**src/rtl/seg7_scan_decoder.sv**
```systemverilog
// Recovers hex digits from a multiplexed active-high 7-segment bus once each (digit, pattern) pair has been stable for STABLE_CYCLES edges.
// Capture lands one edge after the run reaches STABLE_CYCLES; listen-only, so there is no backpressure.
module seg7_scan_decoder #(
  parameter int DIGITS        = 4,
  parameter int STABLE_CYCLES = 4
) (
  input  logic                  clk,
  input  logic                  reset,
  input  logic [6:0]            seg_in,
  input  logic [DIGITS-1:0]     dig_sel,
  input  logic                  err_clr,
  output logic [4*DIGITS-1:0]   hex_out,
  output logic [DIGITS-1:0]     digit_valid,
  output logic                  frame_valid,
  output logic                  err
);

  localparam logic [3:0] STABLE = 4'(STABLE_CYCLES);

  logic [6:0]          seg_q;
  logic [DIGITS-1:0]   sel_q;
  logic [3:0]          cnt_q, cnt_d;
  logic                captured_q, captured_d;
  logic [DIGITS-1:0]   mask_q, mask_d;
  logic [DIGITS-1:0]   dv_q, dv_d;
  logic [4*DIGITS-1:0] hex_q, hex_d;
  logic                frame_q, frame_d;
  logic                err_q, err_d;

  logic                sel_onehot;
  logic                same_pair;
  logic                run_break;
  logic                capture;
  logic                glyph_legal;
  logic                glyph_blank;
  logic [3:0]          glyph_val;

  // Glyph decode works on the sampled pattern, so capture never depends on the live inputs.
  always_comb begin
    glyph_legal = 1'b1;
    glyph_blank = 1'b0;
    glyph_val   = 4'h0;
    case (seg_q)
      7'b1111110: glyph_val = 4'h0;
      7'b0110000: glyph_val = 4'h1;
      7'b1101101: glyph_val = 4'h2;
      7'b1111001: glyph_val = 4'h3;
      7'b0110011: glyph_val = 4'h4;
      7'b1011011: glyph_val = 4'h5;
      7'b1011111: glyph_val = 4'h6;
      7'b1110000: glyph_val = 4'h7;
      7'b1111111: glyph_val = 4'h8;
      7'b1111011: glyph_val = 4'h9;
      7'b1110111: glyph_val = 4'hA;
      7'b0011111: glyph_val = 4'hB;
      7'b1001110: glyph_val = 4'hC;
      7'b0111101: glyph_val = 4'hD;
      7'b1001111: glyph_val = 4'hE;
      7'b1000111: glyph_val = 4'hF;
      7'b0000000: begin
        glyph_legal = 1'b0;
        glyph_blank = 1'b1;
      end
      default:    glyph_legal = 1'b0;
    endcase
  end

  always_comb begin
    sel_onehot = (dig_sel != '0) && ((dig_sel & (dig_sel - DIGITS'(1))) == '0);
    same_pair  = (seg_in == seg_q) && (dig_sel == sel_q);
    run_break  = !sel_onehot || !same_pair;

    if (!sel_onehot) begin
      cnt_d = 4'd0;
    end else if (!same_pair) begin
      cnt_d = 4'd1;
    end else if (cnt_q == STABLE) begin
      cnt_d = cnt_q;
    end else begin
      cnt_d = cnt_q + 4'd1;
    end

    // A nonzero count implies sel_q is one-hot, so capture always targets exactly one digit.
    capture    = (cnt_q == STABLE) && !captured_q;
    captured_d = run_break ? 1'b0 : (captured_q || capture);
  end

  always_comb begin
    hex_d   = hex_q;
    dv_d    = dv_q;
    mask_d  = mask_q;
    frame_d = 1'b0;
    err_d   = err_clr ? 1'b0 : err_q;

    if (capture) begin
      if (glyph_legal || glyph_blank) begin
        for (int i = 0; i < DIGITS; i++) begin
          if (sel_q[i]) begin
            hex_d[4*i +: 4] = glyph_blank ? 4'h0 : glyph_val;
            dv_d[i]         = glyph_legal;
            mask_d[i]       = 1'b1;
          end
        end
        // The completing digit is consumed by this frame, so the mask restarts empty.
        if (&mask_d) begin
          frame_d = 1'b1;
          mask_d  = '0;
        end
      end else begin
        err_d = 1'b1;
      end
    end
  end

  always_ff @(posedge clk) begin
    if (reset) begin
      seg_q      <= '0;
      sel_q      <= '0;
      cnt_q      <= '0;
      captured_q <= 1'b0;
      mask_q     <= '0;
      dv_q       <= '0;
      hex_q      <= '0;
      frame_q    <= 1'b0;
      err_q      <= 1'b0;
    end else begin
      seg_q      <= seg_in;
      sel_q      <= dig_sel;
      cnt_q      <= cnt_d;
      captured_q <= captured_d;
      mask_q     <= mask_d;
      dv_q       <= dv_d;
      hex_q      <= hex_d;
      frame_q    <= frame_d;
      err_q      <= err_d;
    end
  end

  assign hex_out     = hex_q;
  assign digit_valid = dv_q;
  assign frame_valid = frame_q;
  assign err         = err_q;

endmodule

```
**config.mk**
```make
export PLATFORM = sky130hd
export DESIGN_NAME = seg7_scan_decoder
export DESIGN_NICKNAME = d
export VERILOG_FILES = /design/src/rtl/seg7_scan_decoder.sv
export SDC_FILE = /design/constraint.sdc
export NUM_CORES = 1
export LEC_CHECK = 0
export CAP_MARGIN = 10
export CORE_AREA = 5 5 68 70
export CTS_CLUSTER_SIZE = 40
export DETAILED_ROUTE_END_ITERATION = 10
export DIE_AREA = 0 0 73 75
export PLACE_DENSITY = 0.84
export SYNTH_ARGS = -nofsm -noshare
export SYNTH_HDL_FRONTEND = slang
export SYNTH_SLANG_ARGS = --single-unit
```
**constraint.sdc**
```tcl
create_clock -name clk -period 5.37 [get_ports clk]
set_input_delay 1.074 -clock clk [delete_from_list [all_inputs] [get_ports clk]]
set_output_delay 1.074 -clock clk [all_outputs]
set_load 0.01 [all_outputs]
```
==> impl_metrics.env <==
export IMPL_final_common_cell="dfxtp_1"
export IMPL_hp_start="mask_q[1]$_SDFFE_PP0P_"
export IMPL_initial_core_util=0.545
export IMPL_ys_flop_type="dfxtp_1"
export IMPL_vias_per_cell=5.78
export IMPL_worst_setup_path_end_kind="register"
export IMPL_synth_area_per_cell_sq_um=9.01
export IMPL_hold_end="mask_q[1]$_SDFFE_PP0P_"
export IMPL_grt_antenna_before_repair=0
export IMPL_fin_total_pwr_w=0.000631
export IMPL_finalWeightedCongestion=0.842
export IMPL_outcome="finished clean"
export IMPL_fin_crit_ns=2.77
export IMPL_finalHoldViolCount=0
export IMPL_reg2reg_to="mask_q[2]$_SDFFE_PP0P_"
export IMPL_rsz0062_at_grt="no"
export IMPL_yosysWarnings=0
export IMPL_clock_fmax_mhz=361
export IMPL_synthArstFlopShare=0
export IMPL_holdPathStages=2
export IMPL_worst_slew_pin_slew_ns=1.16
export IMPL_root_buffer="clkbuf_8"
export IMPL_ctsResizeCount=0
export IMPL_die_w_um=73
export IMPL_vias=1831
export IMPL_cts_tree="built"
export IMPL_max_stage_delay_ns=0.51
export IMPL_synth_seq_area_share=0.394
export IMPL_r2r_cells=5
export IMPL_critical_path_required_ns=5.56
export IMPL_clock_latency_ns=0.29
export IMPL_worstPathArrival_ns=2.96
export IMPL_fin_tns_setup_ns=0
export IMPL_fillers=347
export IMPL_avgRoutedWirePerCell_um=14.9
export IMPL_reg2reg_from="seg_q[6]$_SDFF_PP0_"
export IMPL_seq_area_sq_um=841
export IMPL_antennaDiodeCount=0
export IMPL_grt_pass1_wl_mm=7.82
export IMPL_first_pass_iters=4
export IMPL_cts_sinks=42
export IMPL_crit_slowest_cell="clkinv_1"
export IMPL_htree_levels=2
export IMPL_drtIter0Drc=120
export IMPL_drt_wl_total_mm=4.73
export IMPL_dp_hpwl_mm=3.37
export IMPL_most_common_layout_cells="dfxtp_1, clkdlybuf4s50_1, nand2_1, nor2b_1, nor2_1"
export IMPL_holdCritPathClass="register to register"
export IMPL_layout_drive_gt1_share=0.0861
export IMPL_startpoint_type="primary input"
export IMPL_synth_edf_count=0
export IMPL_multiInputGateArea_sq_um=1190
export IMPL_cts_path_max_buffers=2
export IMPL_post_dp_cell_area_sq_um=2490
export IMPL_pin_count=36
export IMPL_ant_nets=0
export IMPL_syn_inst=237
export IMPL_die_area_sq_um=5480
export IMPL_clk_pin_slew_ns=0.08
export IMPL_maxCapViolations=0
export IMPL_period_share=0.516
export IMPL_finalMaxSlewViolations=0
export IMPL_finClkSkew_ns=0.00763
export IMPL_path_cells="clkdlybuf4s50_1, buf_4, clkinv_1, o21a_1, mux2_4"
export IMPL_core_area_sq_um=3910
export IMPL_first_global_vias=1683
export IMPL_p_leak_nw=0.867
export IMPL_reg2reg_setup_slack_ns=2.67
export IMPL_rows=23
export IMPL_numCtsBuffers=5
export IMPL_cts_setup_buffers=0
export IMPL_port_buffers=35
export IMPL_final_cell_area_sq_um=2600
export IMPL_drc=0
export IMPL_slew_headroom=0.218
export IMPL_areaGrowthSynthToFinish_pct=21.9
export IMPL_syn_cell_area_sq_um=2130
export IMPL_die_height_um=75
export IMPL_holdBufCountCts=0
export IMPL_ir_worst_vdd_mv=0.142
export IMPL_grt_max_degree=36
export IMPL_grt_usage=0.184
export IMPL_syn_nets=253
export IMPL_netlist_cell_type_count=49
export IMPL_ys_ff_latch=42
export IMPL_worstSetupPathType="primary input to register"
export IMPL_power_density_nw_per_um2=242
export IMPL_critical_path_peak_fanout=35
export IMPL_finalNetCount=283
export IMPL_grt_overflow=0
export IMPL_setup_viol=0
[sequential cells by signal, summed over array words and instances, names as in the netlist]
signal	cells
frame_valid	1
seg_q	7
mask_q	4
err	1
sel_q	4
cnt_q	4
digit_valid	4
captured_q	1
hex_out	16
[per-stage QoR]
step                setup WS [ns]   util  cells  hold slack [ns]
global placement             2.37  0.636    310            0.435
global route                 2.47  0.665    317            0.490
floorplan                    3.31      -    237            0.426
CTS                          2.61  0.665    317            0.460
finish                       2.60  0.665    317            0.461
detailed placement           2.31  0.636    310            0.445
[synth_stat cells, types with 3 or more instances]
master | number | area share
a211oi_1 | 5 | 0.018
a21oi_1 | 10 | 0.023
a31o_2 | 3 | 0.012
a31oi_1 | 6 | 0.018
a32o_1 | 4 | 0.019
buf_2 | 7 | 0.016
clkbuf_1 | 4 | 0.0070
dfxtp_1 | 42 | 0.39
inv_1 | 9 | 0.016
mux2_4 | 5 | 0.035
mux2i_1 | 4 | 0.019
nand2_1 | 20 | 0.035
nand2b_1 | 3 | 0.0088
nand3_1 | 11 | 0.026
nand3b_1 | 4 | 0.014
nand4_1 | 4 | 0.012
nor2_1 | 16 | 0.028
nor2b_1 | 17 | 0.050
nor3_1 | 5 | 0.012
o32ai_1 | 7 | 0.029
or3_1 | 3 | 0.0088
xnor2_1 | 12 | 0.049
[layout make-up]
cell class | instances | area share
clock buffer | 6 | 0.0317
clock inverter | 1 | 0.0115
inverter | 10 | 0.0144
multi-input combinational | 172 | 0.458
sequential | 42 | 0.323
tap | 50 | 0.0240
timing repair buffer | 36 | 0.137
[how the worst max path moves through the flow]
stage / endpoint / cells after the start / start / slack (ns)
floorplan: captured_q$_SDFF_PP0_ / 5 / dig_sel[0] / 3.31
global placement: hex_out[12]$_SDFFE_PP0P_ / 5 / reset / 2.37
detailed placement: hex_out[12]$_SDFFE_PP0P_ / 5 / reset / 2.31
CTS: hex_out[12]$_SDFFE_PP0P_ / 5 / reset / 2.61
global route: hex_out[13]$_SDFFE_PP0P_ / 5 / reset / 2.47
finish: hex_out[12]$_SDFFE_PP0P_ / 5 / reset / 2.60
[logic make-up (layout without fill, tap and decap cells)]
logic type                 count (synthesis)  after routing  synth area share
buffers and inverters                     23             53            0.0481
muxes                                      9              9            0.0539
AOI/OAI and AO/OA                         49             49             0.174
xor gates and xnor gates                  14             14            0.0574
DFF                                       42             42             0.394
adders and majority gates                  2              2            0.0117
and+or+nand+nor                           98             98             0.261
[critical path: cells and delay by family]
kind | cells | cell delay, ns
buffers and inverters | 3 | 1.29
AOI/OAI and AO/OA | 1 | 0.30
muxes | 1 | 0.28
[where the power goes]
| group | leakage [nW] | internal [W] | total, W | switching (W) |
|---|---|---|---|---|
| registers | 0.341 | 0.000316 | 0.000329 | 0.0000131 |
| clock network | 0.0573 | 0.000149 | 0.000253 | 0.000104 |
| logic | 0.468 | 0.0000260 | 0.0000488 | 0.0000228 |
| total | 0.867 | 0.000491 | 0.000631 | 0.000140 |
[routing by layer]
layer,global-route usage,wire [um]
met5,0,0
met4,0.0779,105
met3,0.0294,214
met2,0.309,2370
met1,0.235,2040
(Power assumes the default switching activity.)
